--- src/rtl/seq_ifq_pkg.sv ---
// Shared sequencer definitions: the instruction word width, the opcode field and the opcode encodings.
// The core and the instruction queue both import these.
package seq_ifq_pkg;

   localparam int seq_in_width = 16;
   localparam int seq_op_width = 4;

   localparam logic [seq_op_width-1:0] seq_op_nop  = 4'h0;
   localparam logic [seq_op_width-1:0] seq_op_push = 4'h1;
   localparam logic [seq_op_width-1:0] seq_op_add  = 4'h2;
   localparam logic [seq_op_width-1:0] seq_op_send = 4'h3;

   function automatic logic [seq_op_width-1:0] inst_opcode(input logic [seq_in_width-1:0] inst);
      return inst[seq_in_width-1 -: seq_op_width];
   endfunction

   // Opcodes whose result lands in the register file a cycle later and so need a bubble.
   function automatic logic opcode_holds(input logic [seq_op_width-1:0] op);
      return (op == seq_op_push) || (op == seq_op_add);
   endfunction

endpackage

--- src/rtl/seq_ifq_fifo.sv ---
// Instruction storage ring with read/write pointers and an occupancy count.
// Writes while full and reads while empty are ignored.
module seq_ifq_fifo #(
   parameter int DEPTH = 8,
   parameter int WIDTH = 16
) (
   input  logic                       clk,
   input  logic                       rst,
   input  logic [WIDTH-1:0]           wr_data,
   input  logic                       wr_en,
   input  logic                       rd_en,
   output logic [WIDTH-1:0]           rd_data,
   output logic [$clog2(DEPTH):0]     level,
   output logic                       full,
   output logic                       empty
);

   localparam int AW = $clog2(DEPTH);
   localparam int LW = AW + 1;

   logic [WIDTH-1:0] mem_r [DEPTH];
   logic [AW-1:0]    wr_ptr_r;
   logic [AW-1:0]    rd_ptr_r;
   logic [LW-1:0]    level_r;
   logic             push_s;
   logic             pop_s;
   logic             full_s;
   logic             empty_s;

   assign full_s  = (level_r == LW'(DEPTH));
   assign empty_s = (level_r == {LW{1'b0}});
   assign push_s  = wr_en & ~full_s;
   assign pop_s   = rd_en & ~empty_s;

   // Storage is left unreset; the level gates every read so stale words never escape.
   always_ff @(posedge clk) begin
      if (push_s) begin
         mem_r[wr_ptr_r] <= wr_data;
      end
   end

   // Pointers wrap naturally because DEPTH is a power of two.
   always_ff @(posedge clk) begin
      if (!rst) begin
         wr_ptr_r <= {AW{1'b0}};
         rd_ptr_r <= {AW{1'b0}};
         level_r  <= {LW{1'b0}};
      end else begin
         if (push_s) begin
            wr_ptr_r <= wr_ptr_r + AW'(1);
         end
         if (pop_s) begin
            rd_ptr_r <= rd_ptr_r + AW'(1);
         end
         case ({push_s, pop_s})
            2'b10:   level_r <= level_r + LW'(1);
            2'b01:   level_r <= level_r - LW'(1);
            default: level_r <= level_r;
         endcase
      end
   end

   assign rd_data = mem_r[rd_ptr_r];
   assign level   = level_r;
   assign full    = full_s;
   assign empty   = empty_s;

endmodule

--- src/rtl/seq_ifq.sv ---
// Instruction queue in front of the sequencer core: buffers loader words and issues them,
// stalling sends on a busy transmitter and inserting a bubble after register-writing ops.
module seq_ifq
   import seq_ifq_pkg::*;
#(
   parameter int DEPTH = 8
) (
   input  logic                    clk,
   input  logic                    rst,
   input  logic [seq_in_width-1:0] i_wr_data,
   input  logic                    i_wr_valid,
   output logic                    o_wr_ready,
   output logic [seq_in_width-1:0] o_inst,
   output logic                    o_inst_valid,
   input  logic                    i_tx_busy,
   output logic [$clog2(DEPTH):0]  o_level
);

   typedef enum logic [0:0] {
      ST_RUN  = 1'b0,
      ST_HOLD = 1'b1
   } state_t;

   state_t                  state_r;
   state_t                  state_s;
   logic [seq_in_width-1:0] hold_r;
   logic [seq_in_width-1:0] hold_s;
   logic [seq_in_width-1:0] head_s;
   logic [seq_in_width-1:0] inst_s;
   logic [seq_op_width-1:0] op_s;
   logic                    valid_s;
   logic                    pop_s;
   logic                    full_s;
   logic                    empty_s;
   logic [$clog2(DEPTH):0]  level_s;

   seq_ifq_fifo #(
      .DEPTH (DEPTH),
      .WIDTH (seq_in_width)
   ) u_fifo (
      .clk     (clk),
      .rst     (rst),
      .wr_data (i_wr_data),
      .wr_en   (i_wr_valid),
      .rd_en   (pop_s),
      .rd_data (head_s),
      .level   (level_s),
      .full    (full_s),
      .empty   (empty_s)
   );

   assign op_s = inst_opcode(head_s);

   // Issue decision and next state: RUN issues the head, HOLD replays the latched word as a bubble.
   always_comb begin
      state_s = state_r;
      hold_s  = hold_r;
      inst_s  = {seq_in_width{1'b0}};
      valid_s = 1'b0;
      pop_s   = 1'b0;
      case (state_r)
         ST_RUN: begin
            if (empty_s) begin
               inst_s = {seq_in_width{1'b0}};
            end else begin
               inst_s = head_s;
            end
            valid_s = ~empty_s & ~((op_s == seq_op_send) & i_tx_busy);
            pop_s   = valid_s;
            if (valid_s && opcode_holds(op_s)) begin
               state_s = ST_HOLD;
               hold_s  = head_s;
            end else begin
               state_s = ST_RUN;
            end
         end
         ST_HOLD: begin
            inst_s  = hold_r;
            state_s = ST_RUN;
         end
         default: begin
            state_s = ST_RUN;
         end
      endcase
   end

   // State and hold register; reset drops any pending held instruction.
   always_ff @(posedge clk) begin
      if (!rst) begin
         state_r <= ST_RUN;
         hold_r  <= {seq_in_width{1'b0}};
      end else begin
         state_r <= state_s;
         hold_r  <= hold_s;
      end
   end

   assign o_inst       = inst_s;
   assign o_inst_valid = valid_s;
   assign o_wr_ready   = ~full_s;
   assign o_level      = level_s;

endmodule
--- config.mk ---
export PLATFORM = sky130hd
export DESIGN_NAME = seq_ifq
export DESIGN_NICKNAME = d
export VERILOG_FILES = /design/src/rtl/seq_ifq_pkg.sv /design/src/rtl/seq_ifq_fifo.sv /design/src/rtl/seq_ifq.sv
export SDC_FILE = /design/constraint.sdc
export NUM_CORES = 1
export LEC_CHECK = 0
export BUFFER_PORTS_ARGS = -buffer_cell sky130_fd_sc_hd__buf_2
export CAP_MARGIN = 25
export CORE_MARGIN = 2
export CORE_UTILIZATION = 59
export DETAILED_ROUTE_END_ITERATION = 8
export HOLD_SLACK_MARGIN = 0.12
export PLACE_DENSITY = 0.87
export REMOVE_ABC_BUFFERS = 1
export SLEW_MARGIN = 20
export SYNTH_ARGS = -nofsm -noshare
export SYNTH_HDL_FRONTEND = slang
export SYNTH_HIERARCHICAL = 1
export SYNTH_SLANG_ARGS = --single-unit
--- constraint.sdc ---
create_clock -name clk -period 10.5 [get_ports clk]
set_clock_uncertainty 0.15 [all_clocks]
set_input_delay 0.525 -clock clk [delete_from_list [all_inputs] [get_ports clk]]
set_output_delay 0.525 -clock clk [all_outputs]
set_load 0.01 [all_outputs]
==> results.md <==
* Status: completed
* DRT iter0 DRCs at about 260
* Post-synth EDFFs at 128
* Nets at ~470
* Number of remaining DRC errors at 0
* Placement Cell Area at between 0.006 and 0.007 sq mm
* CP arrival at roughly 4300 ps
* Top cells by area, synth: edfxtp_1 60%, mux4_2 11%, dfxtp_1 9.3%
* Slew HR at 0.371
* Area grow syn2layout at 16.9%
* Power, Total at around 1.8 mW
* Util after Layout at 0.701
* Inst Count DP at ~560
* Top cell type's share of synthesized area at 0.597
* Crit-path cells: mux4_2, mux2_2, nand3_1, nor3_1, nor3_1, o41a_1, ha_1, xor2_1, ha_1, a21oi_1, xor2_1, or3_1, a21boi_0
* I/O Buffers at around 40
* Final Non-Filler Cells at 600
* Max-slew violations at 0
* Tot GR Track Use at 0.240
* Seq. cell area at roughly 0.0044 sq mm
* Seq cells post-synth at between 150 and 200
* Register area share after synthesis at 0.690
* Mapped Cells at 384
* Largest net degree at the start of global routing at 44
* Die Wd at roughly 110 um
* Cell area after technology mapping at 0.00644 sq mm
* Design area at approximately 0.0075 sq mm
* Clock-pin slew on the worst setup and hold paths at approximately 70 ps
* Clock buffer depth at 2
* Clk sink count at between 150 and 200
* Routed length per instance at 21.5 um
* Hold crit path type: in2reg
* Hold WS at 153 ps
* FF-to-FF setup slack at ~6500 ps
* Total wire length at 12900 um
* CP max stage delay at approximately 770 ps
* Crit-path max FO at 32
* CP delay by family, top: multiplexers
* Ys async rst share at 0
* GP Congestion at a little under 0.8
* Core Region at 0.0107 sq mm
* Clk root buf: clkbuf_8
* CP max stage cell: dfxtp_4
* Die Area at between 0.01 and 0.015 sq mm
* Netlist cell types at 37
* Top cell type by total area after synthesis: edfxtp_1
* First-pass GRT wire length at approximately 20000 um
* Place WS at between 6000 and 7000 ps
* Worst slew pin tran at between 900 and 1000 ps
* Placement Rows at 38
* IO Pins at 42
* Critical path buffer and inverter count at 0
* Max Cap Violations at 0
* Critical Path RT at ~11000 ps
* HPWL after DPL at 7250 um
* Tcrit/Tclk final at 0.382
* Gr ovfl total at 0
* P_leak at 2.56 nW
* Worst setup margin at 6490 ps
* CTS tree: built
* Crit end category: flop
* Synth Warn # at 6
* Fmax at 249 MHz
* Setup Crit Path Kind: reg2reg
* Crit path time final at 4010 ps
* Initial antenna violation count at 0
* Fillcell total at 667
* H-Tree Depth at 4
* Diode count at 0
* Ys flop type: edfxtp_1
* Pre-antenna DRT Iters at 4
* Vias in the first global route at 3617
* Area taken by multi-input logic gates at 0.00191 sq mm
* Critical path launch point type: flop
* Fin Setup TNS at 0 ps
* Worst-Skew Late Latency at ~530 ps
* Starting Density at 0.600
* Vias/cell at approximately 5.8
* Hold Vio Cnt, Final at 0
* Max IR drop VDD at 172 uV
* Pwr dens at approximately 240 mW/mm^2
* RSZ-0062 raised after global routing: false
* Avg Cell Area, Syn at 16.8 sq um
* ANT nets after route at 0
* Die height at around 110 um
* Post-cts sizing count at 0
* # setup viols final at 0
* Layout cells sized above 1 at 0.313
* Num CTS Buffers at 17
* Routed vias at approximately 3500
* Postcts setup bufs at 0
==> power breakdown <==
group,internal (mW),switching [mW]
logic,0.210,0.230
registers,0.727,0.0443
clock network,0.341,0.245
total,1.28,0.519
==> routing by layer <==
metal  part of all wire  vias to the layer above  routed length [um]  track usage
met1               0.39                     1735                4980        0.303
met2               0.54                      128                6950        0.408
met3              0.071                        2                 909       0.0549
li1                   -                     1592                   -            -
met4             0.0042                        0                  54       0.0861
met5                  0                        -                   0            0
==> path summary, 6_finish.rpt <==
check,from,end,depth (start not counted)
max,flop,u_fifo/level[2]$_SDFFE_PN0P_,13
min,i_wr_data[12],u_fifo/mem_r[3][12]$_DFFE_PP_,1
max reg2reg,flop,u_fifo/level[2]$_SDFFE_PN0P_,13
min reg2reg,hold_r[6]$_SDFFE_PN0P_,hold_r[6]$_SDFFE_PN0P_,2
==> Yosys cell counts, types with 2 or more instances <==
cell type	number
xnor2_1	5
mux2i_1	17
nor4_1	2
o21ai_1	2
nor2_1	3
nand3_1	4
nor2b_1	2
inv_1	2
and3b_1	2
buf_6	2
dfxtp_1	30
edfxtp_1	128
clkbuf_1	13
mux4_2	32
buf_2	4
ha_1	5
xor2_1	3
nand2_1	49
nand2b_1	19
o21ai_0	15
mux2_2	17
nor3_1	7
and2_1	7
==> layout by cell type, fill, tap and decap left out, types with 2 or more instances in the layout <==
master / count
and2_1: 7
and3b_1: 2
buf_2: 41
buf_4: 11
bufinv_16: 2
clkbuf_16: 16
clkinv_2: 3
clkinv_4: 5
clkinvlp_4: 2
dfxtp_1: 29
dlygate4sd3_1: 13
edfxtp_1: 128
ha_1: 5
inv_1: 2
inv_6: 2
mux2_2: 17
mux2i_1: 17
mux4_2: 32
nand2_1: 49
nand2b_1: 19
nand3_1: 4
nor2_1: 3
nor2b_1: 2
nor3_1: 3
nor3_2: 4
nor4_2: 2
o21ai_0: 15
o21ai_1: 2
xnor2_1: 5
xor2_1: 3
==> flip-flops by register name (all words and copies together) (netlist names), named ones only <==
signal           count
hold_r              16
state_r              1
u_fifo/rd_ptr_r      3
u_fifo/wr_ptr_r      3
u_fifo/mem_r       128
u_fifo/level         4
==> cells by family after synthesis <==
logic type	count (synthesis)	synth area share
flip-flops	158	0.690
multiplexers	66	0.168
adder cells (fa/ha/maj)	5	0.00971
buffers and inverters	23	0.0190
XOR/XNOR	8	0.0109
AND/OR/NAND/NOR	101	0.0818
AO/OA/AOI/OAI	23	0.0208
==> final cells by class <==
type                            instances  share of cell area
Clock buffer                           17              0.0550
Clock inverter                         15              0.0216
Inverter                                2            0.000997
Sequential cell                       158               0.590
Multi-Input combinational cell        203               0.253
Tap cell                              140              0.0233
Timing Repair Buffer                   65              0.0555
==> what timing repair did <==
action | in CTS | in global routing
setup endpoints to repair | 0 | 0
hold endpoints to repair | 99 | 0
hold buffers | 13 | 0
Power figures use the tool's default switching activity.
